===== src/rtl/uart_pkg.sv =====
// Shared definitions for the buffered UART transmitter: FSM state encoding,
// parity control bit positions and stop-bit count encoding.
// The BREAK and MARK states are compiled in only with UART_TX_BREAK_EN.
package uart_pkg;

    // FSM state encoding
    localparam logic [2:0] S_IDLE   = 3'd0;
    localparam logic [2:0] S_START  = 3'd1;
    localparam logic [2:0] S_DATA   = 3'd2;
    localparam logic [2:0] S_PARITY = 3'd3;
    localparam logic [2:0] S_STOP   = 3'd4;
`ifdef UART_TX_BREAK_EN
    localparam logic [2:0] S_BREAK  = 3'd5;
    localparam logic [2:0] S_MARK   = 3'd6;
`endif

    typedef enum logic [2:0] {
        ST_IDLE   = S_IDLE,
        ST_START  = S_START,
        ST_DATA   = S_DATA,
        ST_PARITY = S_PARITY,
        ST_STOP   = S_STOP
`ifdef UART_TX_BREAK_EN
        ,
        ST_BREAK  = S_BREAK,
        ST_MARK   = S_MARK
`endif
    } uart_state_t;

    // Bit positions inside the 2-bit parity control word
    localparam int PAR_EN  = 1;
    localparam int PAR_ODD = 0;

    // Stop-bit count encoding: number of stop bits = code + 1
    localparam logic [1:0] STOP_1 = 2'd0;
    localparam logic [1:0] STOP_2 = 2'd1;
    localparam logic [1:0] STOP_3 = 2'd2;
    localparam logic [1:0] STOP_4 = 2'd3;

endpackage


===== src/rtl/uart_sync_fifo.sv =====
// Single-clock FIFO for the UART transmit path. Pointers carry one extra
// MSB so full and empty are told apart by the wrap bit. Read data is the
// word at the head, valid whenever the FIFO is not empty.
module uart_sync_fifo #(
    parameter int DATA_W = 8,
    parameter int DEPTH  = 16
) (
    input  logic                       i_clk,
    input  logic                       i_reset_n,
    input  logic                       i_push,
    input  logic [DATA_W-1:0]          i_wdata,
    input  logic                       i_pop,
    output logic [DATA_W-1:0]          o_rdata,
    output logic                       o_full,
    output logic                       o_empty,
    output logic [$clog2(DEPTH):0]     o_level
);
    localparam int AW = $clog2(DEPTH);

    logic [DATA_W-1:0] mem [DEPTH];
    logic [AW:0]       wr_ptr;
    logic [AW:0]       rd_ptr;
    logic              do_push;
    logic              do_pop;

    assign do_push = i_push && !o_full;
    assign do_pop  = i_pop && !o_empty;

    // Storage array; contents need no reset because pointers gate visibility
    always_ff @(posedge i_clk) begin
        if (do_push) begin
            mem[wr_ptr[AW-1:0]] <= i_wdata;
        end
    end

    // Read/write pointers
    always_ff @(posedge i_clk or negedge i_reset_n) begin
        if (!i_reset_n) begin
            wr_ptr <= '0;
            rd_ptr <= '0;
        end else begin
            if (do_push) wr_ptr <= wr_ptr + 1'b1;
            if (do_pop)  rd_ptr <= rd_ptr + 1'b1;
        end
    end

    assign o_rdata = mem[rd_ptr[AW-1:0]];
    assign o_empty = (wr_ptr == rd_ptr);
    assign o_full  = (wr_ptr[AW] != rd_ptr[AW]) && (wr_ptr[AW-1:0] == rd_ptr[AW-1:0]);
    assign o_level = wr_ptr - rd_ptr;

endmodule


===== src/rtl/uart_tx_buf.sv =====
// Buffered UART transmitter: valid/ready write port into a FIFO, frame FSM
// with baud counter, bit counter, parity and a registered TXD output.
// Frames are sent back to back while the FIFO holds data.
// Optional feature macro: UART_TX_BREAK_EN adds i_break and BREAK/MARK states.
//
// Write handshake: a word is accepted on any rising clock edge where
// i_tx_valid and o_tx_ready are both high; o_tx_ready depends only on FIFO
// fullness, never on i_tx_valid.
module uart_tx_buf
    import uart_pkg::*;
#(
    parameter int DATA_W     = 8,
    parameter int DIV_W      = 16,
    parameter int FIFO_DEPTH = 16
) (
    input  logic                          i_clk,
    input  logic                          i_reset_n,
    input  logic [DIV_W-1:0]              i_div,
    input  logic [1:0]                    i_parity,
    input  logic [1:0]                    i_stop,
    input  logic                          i_tx_valid,
    output logic                          o_tx_ready,
    input  logic [DATA_W-1:0]             i_tx_data,
    output logic                          o_uart_txd,
    output logic                          o_busy,
    output logic                          o_tx_done,
    output logic [$clog2(FIFO_DEPTH):0]   o_fifo_level,
`ifdef UART_TX_BREAK_EN
    input  logic                          i_break,
`endif
    output logic [2:0]                    o_fsm_state
);
    localparam int BIT_W = $clog2(DATA_W + 1);

    uart_state_t        state_q, state_n;
    logic [DIV_W-1:0]   cnt_q, cnt_n;
    logic [BIT_W-1:0]   bit_q, bit_n;
    logic [DATA_W-1:0]  shift_q, shift_n;
    logic               txd_q, txd_n;
    logic [DIV_W-1:0]   div_l;
    logic               par_en_l;
    logic               par_q;
    logic [1:0]         stop_l;
    logic               bit_end;
    logic               pop;
    logic               done;
    logic               div_latch;
    logic               fifo_full;
    logic               fifo_empty;
    logic [DATA_W-1:0]  fifo_rdata;

    uart_sync_fifo #(
        .DATA_W (DATA_W),
        .DEPTH  (FIFO_DEPTH)
    ) u_fifo (
        .i_clk     (i_clk),
        .i_reset_n (i_reset_n),
        .i_push    (i_tx_valid),
        .i_wdata   (i_tx_data),
        .i_pop     (pop),
        .o_rdata   (fifo_rdata),
        .o_full    (fifo_full),
        .o_empty   (fifo_empty),
        .o_level   (o_fifo_level)
    );

    assign bit_end = (cnt_q == div_l);

    // Next-state, counters and next TXD value
    always_comb begin
        state_n   = state_q;
        cnt_n     = bit_end ? '0 : cnt_q + 1'b1;
        bit_n     = bit_q;
        shift_n   = shift_q;
        pop       = 1'b0;
        done      = 1'b0;
        div_latch = 1'b0;
        case (state_q)
            ST_IDLE: begin
                cnt_n = '0;
`ifdef UART_TX_BREAK_EN
                if (i_break) begin
                    state_n   = ST_BREAK;
                    div_latch = 1'b1;
                end else
`endif
                if (!fifo_empty) begin
                    state_n = ST_START;
                    pop     = 1'b1;
                    bit_n   = '0;
                    shift_n = fifo_rdata;
                end
            end
            ST_START: begin
                if (bit_end) begin
                    state_n = ST_DATA;
                    bit_n   = '0;
                end
            end
            ST_DATA: begin
                if (bit_end) begin
                    if (bit_q == BIT_W'(DATA_W - 1)) begin
                        state_n = par_en_l ? ST_PARITY : ST_STOP;
                        bit_n   = '0;
                    end else begin
                        bit_n   = bit_q + 1'b1;
                        shift_n = shift_q >> 1;
                    end
                end
            end
            ST_PARITY: begin
                if (bit_end) begin
                    state_n = ST_STOP;
                    bit_n   = '0;
                end
            end
            ST_STOP: begin
                if (bit_end) begin
                    if (bit_q == BIT_W'(stop_l)) begin
                        done  = 1'b1;
                        bit_n = '0;
`ifdef UART_TX_BREAK_EN
                        if (i_break) begin
                            state_n   = ST_BREAK;
                            div_latch = 1'b1;
                        end else
`endif
                        if (!fifo_empty) begin
                            state_n = ST_START;
                            pop     = 1'b1;
                            shift_n = fifo_rdata;
                        end else begin
                            state_n = ST_IDLE;
                        end
                    end else begin
                        bit_n = bit_q + 1'b1;
                    end
                end
            end
`ifdef UART_TX_BREAK_EN
            ST_BREAK: begin
                cnt_n = '0;
                if (!i_break) begin
                    state_n = ST_MARK;
                end
            end
            ST_MARK: begin
                if (bit_end) begin
                    if (!fifo_empty) begin
                        state_n = ST_START;
                        pop     = 1'b1;
                        bit_n   = '0;
                        shift_n = fifo_rdata;
                    end else begin
                        state_n = ST_IDLE;
                    end
                end
            end
`endif
            default: begin
                state_n = ST_IDLE;
            end
        endcase

        case (state_n)
            ST_START:  txd_n = 1'b0;
            ST_DATA:   txd_n = shift_n[0];
            ST_PARITY: txd_n = par_q;
`ifdef UART_TX_BREAK_EN
            ST_BREAK:  txd_n = 1'b0;
`endif
            default:   txd_n = 1'b1;
        endcase
    end

    // FSM state, counters, shift register and TXD register
    always_ff @(posedge i_clk or negedge i_reset_n) begin
        if (!i_reset_n) begin
            state_q <= ST_IDLE;
            cnt_q   <= '0;
            bit_q   <= '0;
            shift_q <= '0;
            txd_q   <= 1'b1;
        end else begin
            state_q <= state_n;
            cnt_q   <= cnt_n;
            bit_q   <= bit_n;
            shift_q <= shift_n;
            txd_q   <= txd_n;
        end
    end

    // Per-frame configuration, captured when a word is popped
    always_ff @(posedge i_clk or negedge i_reset_n) begin
        if (!i_reset_n) begin
            div_l    <= '0;
            par_en_l <= 1'b0;
            par_q    <= 1'b0;
            stop_l   <= STOP_1;
        end else if (pop) begin
            div_l    <= i_div;
            par_en_l <= i_parity[PAR_EN];
            par_q    <= (^fifo_rdata) ^ i_parity[PAR_ODD];
            stop_l   <= i_stop;
        end else if (div_latch) begin
            div_l    <= i_div;
        end
    end

    assign o_uart_txd  = txd_q;
    assign o_busy      = (state_q != ST_IDLE);
    assign o_tx_done   = done;
    assign o_tx_ready  = !fifo_full;
    assign o_fsm_state = state_q;

endmodule


===== config.mk =====
export PLATFORM = sky130hd
export DESIGN_NAME = uart_tx_buf
export DESIGN_NICKNAME = d
export VERILOG_FILES = /design/src/rtl/uart_pkg.sv /design/src/rtl/uart_sync_fifo.sv /design/src/rtl/uart_tx_buf.sv
export SDC_FILE = /design/constraint.sdc
export NUM_CORES = 1
export LEC_CHECK = 0
export ABC_CLOCK_PERIOD_IN_PS = 3300
export CAP_MARGIN = 20
export CORE_UTILIZATION = 50
export CTS_BUF_LIST = sky130_fd_sc_hd__clkbuf_4 sky130_fd_sc_hd__clkbuf_8
export DETAILED_ROUTE_END_ITERATION = 10
export PLACE_DENSITY = 0.76
export SYNTH_ARGS = -nofsm -noshare
export SYNTH_HDL_FRONTEND = slang
export SYNTH_SLANG_ARGS = --single-unit

===== constraint.sdc =====
create_clock -name i_clk -period 3.3 [get_ports i_clk]
set_input_delay 0.495 -clock i_clk [delete_from_list [all_inputs] [get_ports i_clk]]
set_output_delay 0.495 -clock i_clk [all_outputs]
set_load 0.05 [all_outputs]

## After elaboration in Yosys (flattened, before gate mapping)

Memory sizes are Yosys's and may differ from the RTL's.
Cells that the tools add are included.

- Bits in registers: 62
- Bits in writable memories: 128
- Bits of input ports: 31
- Output and inout port bits: 12
- Word-level logic and storage cells: 86
- Memories kept: 1

Memory list:

| memory | depth | bits a word | read ports | clocked after Yosys merged registers in | write ports | RTL line | RTL |
|---|---|---|---|---|---|---|---|
| u_fifo.mem | 16 | 8 | 1 | 0 | 1 | uart_sync_fifo.sv:20 | `logic [DATA_W-1:0] mem [DEPTH];` |

- Add/subtract/negate cells: 5
- Eq/ne operators: 19
- Muxes and demuxes: 35
- Bitwise logic cells: 1
- Reduce and logical (&&, ||, !) cells: 13

Operators with widths:

| operator | count |
|---|---|
| $mux 8 | 5 |
| $mux 16 | 2 |
| $mux 3 | 8 |
| $mux 4 | 6 |
| $pmux 8 s3 | 1 |
| $add 16x1->16 const B | 1 |
| $eq 16x16->1 | 1 |
| $pmux 4 s4 | 1 |
| $pmux 3 s5 | 1 |
| $eq 3x2->1 const B | 4 |
| $add 5x1->5 const B | 2 |
| $ne 2x2->1 const B | 5 |
| $reduce_and 5->1 | 2 |
| $mux 1 | 9 |
| $reduce_xor 8->1 | 1 |
| $eq 3x1->1 const B | 2 |
| $reduce_bool 3->1 | 2 |
| $eq 5x5->1 | 1 |
| $sub 5x5->5 | 1 |
| $add 4x1->4 const B | 1 |
| $eq 4x2->1 | 1 |
| $eq 4x3->1 const B | 1 |
| $eq 4x4->1 | 1 |
| $reduce_bool 4->1 | 1 |
| other kinds (10) | 13 |

## Longest topological paths before layout

- Word-level depth: 7
- Gate-level depth with buffers: 13

## By module

Synthesis repeated with hierarchy kept, for this count alone.

- Cells, all modules: 601
- Area, all modules: 8359.3 um^2

Modules (own cells, without submodules):

| module | instances | cells each | area each (um^2) |
|---|---|---|---|
| uart_sync_fifo | 1 | 316 | 5743.0 |
| uart_tx_buf | 1 | 285 | 2616.3 |

## Worst setup path before layout

No wires, ideal clock.

- Kind: reg2reg
- From: reg u_fifo.rd_ptr[1]
- To: mem u_fifo.mem[3][0] (enable)
- Setup time: 383 ps
- Arrival time: 3028 ps
- Setup slack: -112 ps
- Cell stages (with the launch flop): 12
- Buffers on the path: 4
- Cells stage by stage: dfrtp_1 -> buf_2 -> clkbuf_8 -> clkbuf_8 -> inv_1 -> ha_1 -> nand4_1 -> nand2b_1 -> and2_1 -> clkbuf_1 -> nand2_1 -> nor3_1

- Longest elaborated chain between the ends: 6

RTL lines:

| element | RTL line | RTL |
|---|---|---|
| start: declaration | uart_sync_fifo.sv:22 | `logic [AW:0] rd_ptr;` |
| start signal: assignment | uart_sync_fifo.sv:43 | `if (do_pop) rd_ptr <= rd_ptr + 1'b1;` |
| $eq 4x4->1 | uart_sync_fifo.sv:49 | `assign o_full = (wr_ptr[AW] != rd_ptr[AW]) && (wr_ptr[AW-1:0] == rd_ptr[AW-1:0]);` |
| $logic_and 1x1->1 | uart_sync_fifo.sv:49 |  |
| $logic_not 1->1 | - |  |
| via o_tx_ready | uart_tx_buf.sv:22 | `output logic o_tx_ready,` |
| $logic_and 1x1->1 | uart_sync_fifo.sv:26 | `assign do_push = i_push && !o_full;` |
| $mux 1 | uart_sync_fifo.sv:31 | `if (do_push) begin` |
| $mux 1 (not written as such) | uart_sync_fifo.sv:32 | `mem[wr_ptr[AW-1:0]] <= i_wdata;` |
| end: declaration | uart_sync_fifo.sv:20 |  |

The timed path passes the listed nets, and every way through them passes these cells.

## Worst setup path after layout

- From: reg u_fifo.rd_ptr[0]
- To: out o_fifo_level[1]

- Longest elaborated chain between the ends: 1

RTL lines:

| element | RTL line | RTL |
|---|---|---|
| $sub 5x5->5 | uart_sync_fifo.sv:50 | `assign o_level = wr_ptr - rd_ptr;` |
| end: declaration | uart_tx_buf.sv:27 | `output logic [$clog2(FIFO_DEPTH):0] o_fifo_level,` |

Every way passes these cells.

==> flow_results.xml <==
<?xml version="1.0" encoding="UTF-8"?>
<metrics>
  <group name="run_status">
    <metric name="run_status" unit="">complete, no violations</metric>
  </group>
  <group name="timing">
    <metric name="rsz0062_at_grt" unit="">no</metric>
    <metric name="worstMarginPinSlew" unit="ns">0.743</metric>
    <metric name="finalMaxSlewViolations" unit="">0</metric>
    <metric name="final.hold.worst_slack" unit="ns">0.0778</metric>
    <metric name="min_period" unit="ns">3.19</metric>
    <metric name="finalSetupViolCount" unit="">0</metric>
    <metric name="max-slew-margin-rel" unit="%">50.4</metric>
    <metric name="timing.final.ws_setup" unit="ns">0.111</metric>
    <metric name="max_freq" unit="MHz">314</metric>
    <metric name="layout_worst_path_cycle_share" unit="%">96.6</metric>
    <metric name="fin_skew" unit="ns">0.0145</metric>
    <metric name="hold_viol" unit="">0</metric>
  </group>
  <group name="floorplan">
    <metric name="die_area" unit="mm2">0.0172</metric>
    <metric name="io_pins" unit="">43</metric>
    <metric name="die-width" unit="um">131</metric>
    <metric name="initial_core_util" unit="%">52.0</metric>
    <metric name="die_height" unit="um">131</metric>
    <metric name="num_rows" unit="">46</metric>
    <metric name="fp.coreArea" unit="mm2">0.0161</metric>
  </group>
  <group name="power">
    <metric name="pwr_density_cell" unit="mW/mm2">602</metric>
    <metric name="total_power" unit="mW">5.69</metric>
    <metric name="vdd_drop_max" unit="uV">369</metric>
    <metric name="power.leakage" unit="nW">3.62</metric>
  </group>
  <group name="min_path">
    <metric name="min_delay_path_class" unit="">in2async</metric>
  </group>
  <group name="global_route">
    <metric name="grt_pass1_wl" unit="um">27000</metric>
    <metric name="number_of_antenna_violations_at_the_first_check_in_global_routing" unit="">0</metric>
    <metric name="largest_net_degree_at_the_start_of_global_routing" unit="">34</metric>
    <metric name="gr-usage-all-layers" unit="%">21.0</metric>
    <metric name="first_global_vias" unit="">4936</metric>
    <metric name="global_route.overflow_total" unit="">0</metric>
  </group>
  <group name="worst_setup_path">
    <metric name="crit_type" unit="">reg2out</metric>
    <metric name="rr_startpoint" unit="">u_fifo.rd_ptr[1]</metric>
    <metric name="critical-path-slowest-cell" unit="">clkdlybuf4s50_1</metric>
    <metric name="setup.worst_path.end_class" unit="">output pin</metric>
    <metric name="worst_path_fanout_max" unit="">16</metric>
    <metric name="reg2reg_end" unit="">par_q</metric>
    <metric name="critical_path.max_stage_delay" unit="ns">0.79</metric>
    <metric name="ff2ff_path_depth" unit="">8</metric>
    <metric name="worst-endpoint-required" unit="ns">2.80</metric>
    <metric name="ff2ff_setup_slack" unit="ns">0.40</metric>
    <metric name="critPathArrivalTime" unit="ns">2.69</metric>
    <metric name="crit_path_cell_trace" unit="">ha_1 &gt; fa_1 &gt; inv_1 &gt; clkdlybuf4s50_1</metric>
    <metric name="critPathLaunchType" unit="">flip-flop</metric>
  </group>
  <group name="synthesis">
    <metric name="synthFlopType" unit="">edfxtp_1</metric>
    <metric name="synth_cell_type_count" unit="">53</metric>
    <metric name="ys_async_sr_fraction" unit="%">32.6</metric>
    <metric name="synth_enable_flop_cells" unit="">128</metric>
    <metric name="ys.warnings.count" unit="">0</metric>
    <metric name="netlist_top_cells_area" unit="">edfxtp_1, dfrtp_1, mux4_1, nand2_1, mux4_2</metric>
    <metric name="yosys.area.top_type_share" unit="%">46.1</metric>
    <metric name="netlist_instances" unit="">572</metric>
    <metric name="synthesized_net_count" unit="">615</metric>
    <metric name="synth_seq_area_share" unit="%">64.7</metric>
    <metric name="synth_largest_area_cell" unit="">edfxtp_1</metric>
    <metric name="synth_area" unit="mm2">0.00834</metric>
    <metric name="syn_avg_cell_area" unit="um2">14.6</metric>
    <metric name="yosys_register_bits" unit="">190</metric>
  </group>
  <group name="clock_tree">
    <metric name="tritoncts" unit="">built</metric>
    <metric name="clk_transition_reported_paths" unit="ns">0.10</metric>
    <metric name="ctsHtreeMaxLevel" unit="">4</metric>
    <metric name="post_cts_hold_buffers" unit="">0</metric>
    <metric name="clk_latency" unit="ns">0.48</metric>
    <metric name="cts.root.buffer_cell" unit="">clkbuf_8</metric>
    <metric name="cts.sinks" unit="">190</metric>
    <metric name="clk_path_buf_depth" unit="">2</metric>
    <metric name="cts-buffers-inserted" unit="">17</metric>
  </group>
  <group name="finish">
    <metric name="nNetsFinal" unit="">678</metric>
    <metric name="area_growth" unit="%">13.2</metric>
    <metric name="antennaDiodeCount" unit="">0</metric>
    <metric name="layout-drive-gt1-share" unit="%">14.5</metric>
  </group>
  <group name="drt">
    <metric name="route.antenna.remaining_nets" unit="">0</metric>
    <metric name="drcViolationCount" unit="">0</metric>
    <metric name="initialDrtViolationCount" unit="">434</metric>
    <metric name="routed_wire_length_per_instance" unit="um">19.8</metric>
    <metric name="dr_total_vias" unit="">4890</metric>
    <metric name="drt_wl_total" unit="um">17100</metric>
    <metric name="iteration_count_of_the_initial_detailed_routing_pass" unit="">4</metric>
    <metric name="via_per_inst" unit="">5.66</metric>
  </group>
  <group name="placed_design">
    <metric name="numPortBuffers" unit="">42</metric>
    <metric name="place_congestion" unit="">0.890</metric>
    <metric name="post-place-ws" unit="ns">0.437</metric>
    <metric name="hpwlAfterDp" unit="um">11500</metric>
  </group>
  <group name="flow_run">
    <metric name="drv_cap" unit="">0</metric>
  </group>
</metrics>
==> sequential cells by signal, indices dropped and copies added, names as in the netlist <==
| name | flops |
|---|---|
| par_en_l | 1 |
| u_fifo.mem | 128 |
| u_fifo.wr_ptr | 5 |
| bit_q | 4 |
| o_fsm_state | 3 |
| u_fifo.rd_ptr | 5 |
| div_l | 16 |
| stop_l | 2 |
| o_uart_txd | 1 |
| par_q | 1 |
| shift_q | 8 |
| cnt_q | 16 |
==> Yosys cell counts (2+ instances only) <==
cell type    n
buf_4        4
a21o_1       5
o22ai_1      5
nor3_1       8
o221ai_1     3
and2_1       6
mux4_1      15
or3_1        2
nor2b_1      2
nor2_1      49
clkbuf_8     4
ha_1        11
a31oi_1      3
clkbuf_1     7
inv_1       16
nand2b_1     5
nand4_1      9
and3_1       2
xor2_1      15
xnor3_1      2
edfxtp_1   128
nand3_1     11
buf_12       2
buf_2        4
a21boi_0     3
o21a_1       2
a221o_1     10
xnor2_1     32
nand2_1     84
mux2_2       9
o31ai_1      3
nor4_1       2
dfrtp_1     61
mux2i_1      9
o21ai_0      7
mux4_2      13
a21oi_1      3
==> area by class of cell <==
type,instances,area (um2)
clock buffers,18,241
clock inverters,14,121
fillers,1196,6620
inverters,17,63.8
multi-input cells,342,2710
flip-flops and latches,190,5400
well taps,216,270
repair buffers,67,638
==> where the power goes <==
part           leakage, nW  internal, mW  total, mW  switching, mW
sequential            1.92          2.80       2.97          0.171
clock                0.183         0.555       1.44          0.888
combinational         1.52         0.548       1.28          0.727
==> routing by layer <==
| layer | up-vias | GRT usage (%) | routed length [um] |
|---|---|---|---|
| met5 | - | 0 | 0 |
| met4 | 0 | 9.08 | 450 |
| met3 | 29 | 4.40 | 786 |
| met2 | 139 | 34.5 | 8480 |
| met1 | 2493 | 27.0 | 7360 |
| li1 | 2229 | - | - |
==> kinds of logic (layout without fill, tap and decap cells) <==
logic type	Yosys count	count (layout)	share of synthesized area [%]
simple gates	186	186	9.96
xor+xnor	50	50	5.67
compound gates	48	48	4.27
mux	46	46	10.5
fa+ha+maj	12	12	1.89
buf+inv	40	116	3.00
flops	190	190	64.7
==> metrics by stage <==
stage | area (um2) | instances | utilization, % | TNS [ns]
6_report | 9440 | 864 | 58.8 | 0
5_1_grt | 9440 | 864 | 58.8 | 0
4_1_cts | 9440 | 864 | 58.8 | 0
3_5_place_dp | 9070 | 832 | 56.5 | 0
3_3_place_gp | 9070 | 832 | 56.5 | 0
2_1_floorplan | 8350 | 572 | - | -1.21
==> how the worst max path moves through the flow <==
stage                                 from                end  depth (start not counted)
after floorplan           u_fifo.rd_ptr[1]   u_fifo.mem[1][0]                         11
after global placement    u_fifo.rd_ptr[1]              par_q                          8
after detailed placement  u_fifo.rd_ptr[3]  u_fifo.mem[12][4]                          8
after CTS                 u_fifo.rd_ptr[0]    o_fifo_level[2]                          4
after global routing      u_fifo.rd_ptr[0]    o_fifo_level[1]                          4
final                     u_fifo.rd_ptr[0]    o_fifo_level[1]                          4
==> timing repair <==
item / 4_1_cts / 5_1_grt
buffers inserted: 0 / 0
gates resized for setup: 0 / 3
setup endpoints to repair: 0 / 2
==> critical path: cells and delay by family, from the launching register on <==
family	cells	cell delay [ns]
buf+inv	2	0.85
flops	1	0.68
fa+ha+maj	2	0.68
==> cell usage in the layout, fill, tap and decap left out, types with 3 or more instances in the layout <==
cell / n
clkinv_4: 3
a31oi_1: 3
dfrtp_1: 59
buf_12: 3
nor2_1: 48
a21boi_0: 3
nand3_1: 11
xnor2_1: 32
nor3_1: 6
ha_1: 11
mux2i_1: 9
inv_1: 16
o22ai_1: 5
mux4_1: 15
a221o_1: 10
o221ai_1: 3
clkbuf_8: 17
a21o_1: 5
mux2_2: 9
and2_1: 6
xor2_1: 15
o31ai_1: 3
inv_6: 6
mux4_2: 13
clkdlybuf4s50_1: 36
nand4_1: 9
buf_4: 25
edfxtp_1: 128
nand2_1: 84
nand2b_1: 5
o21ai_0: 7
a21oi_1: 3
Note: power is estimated with default switching activity, not from simulation.
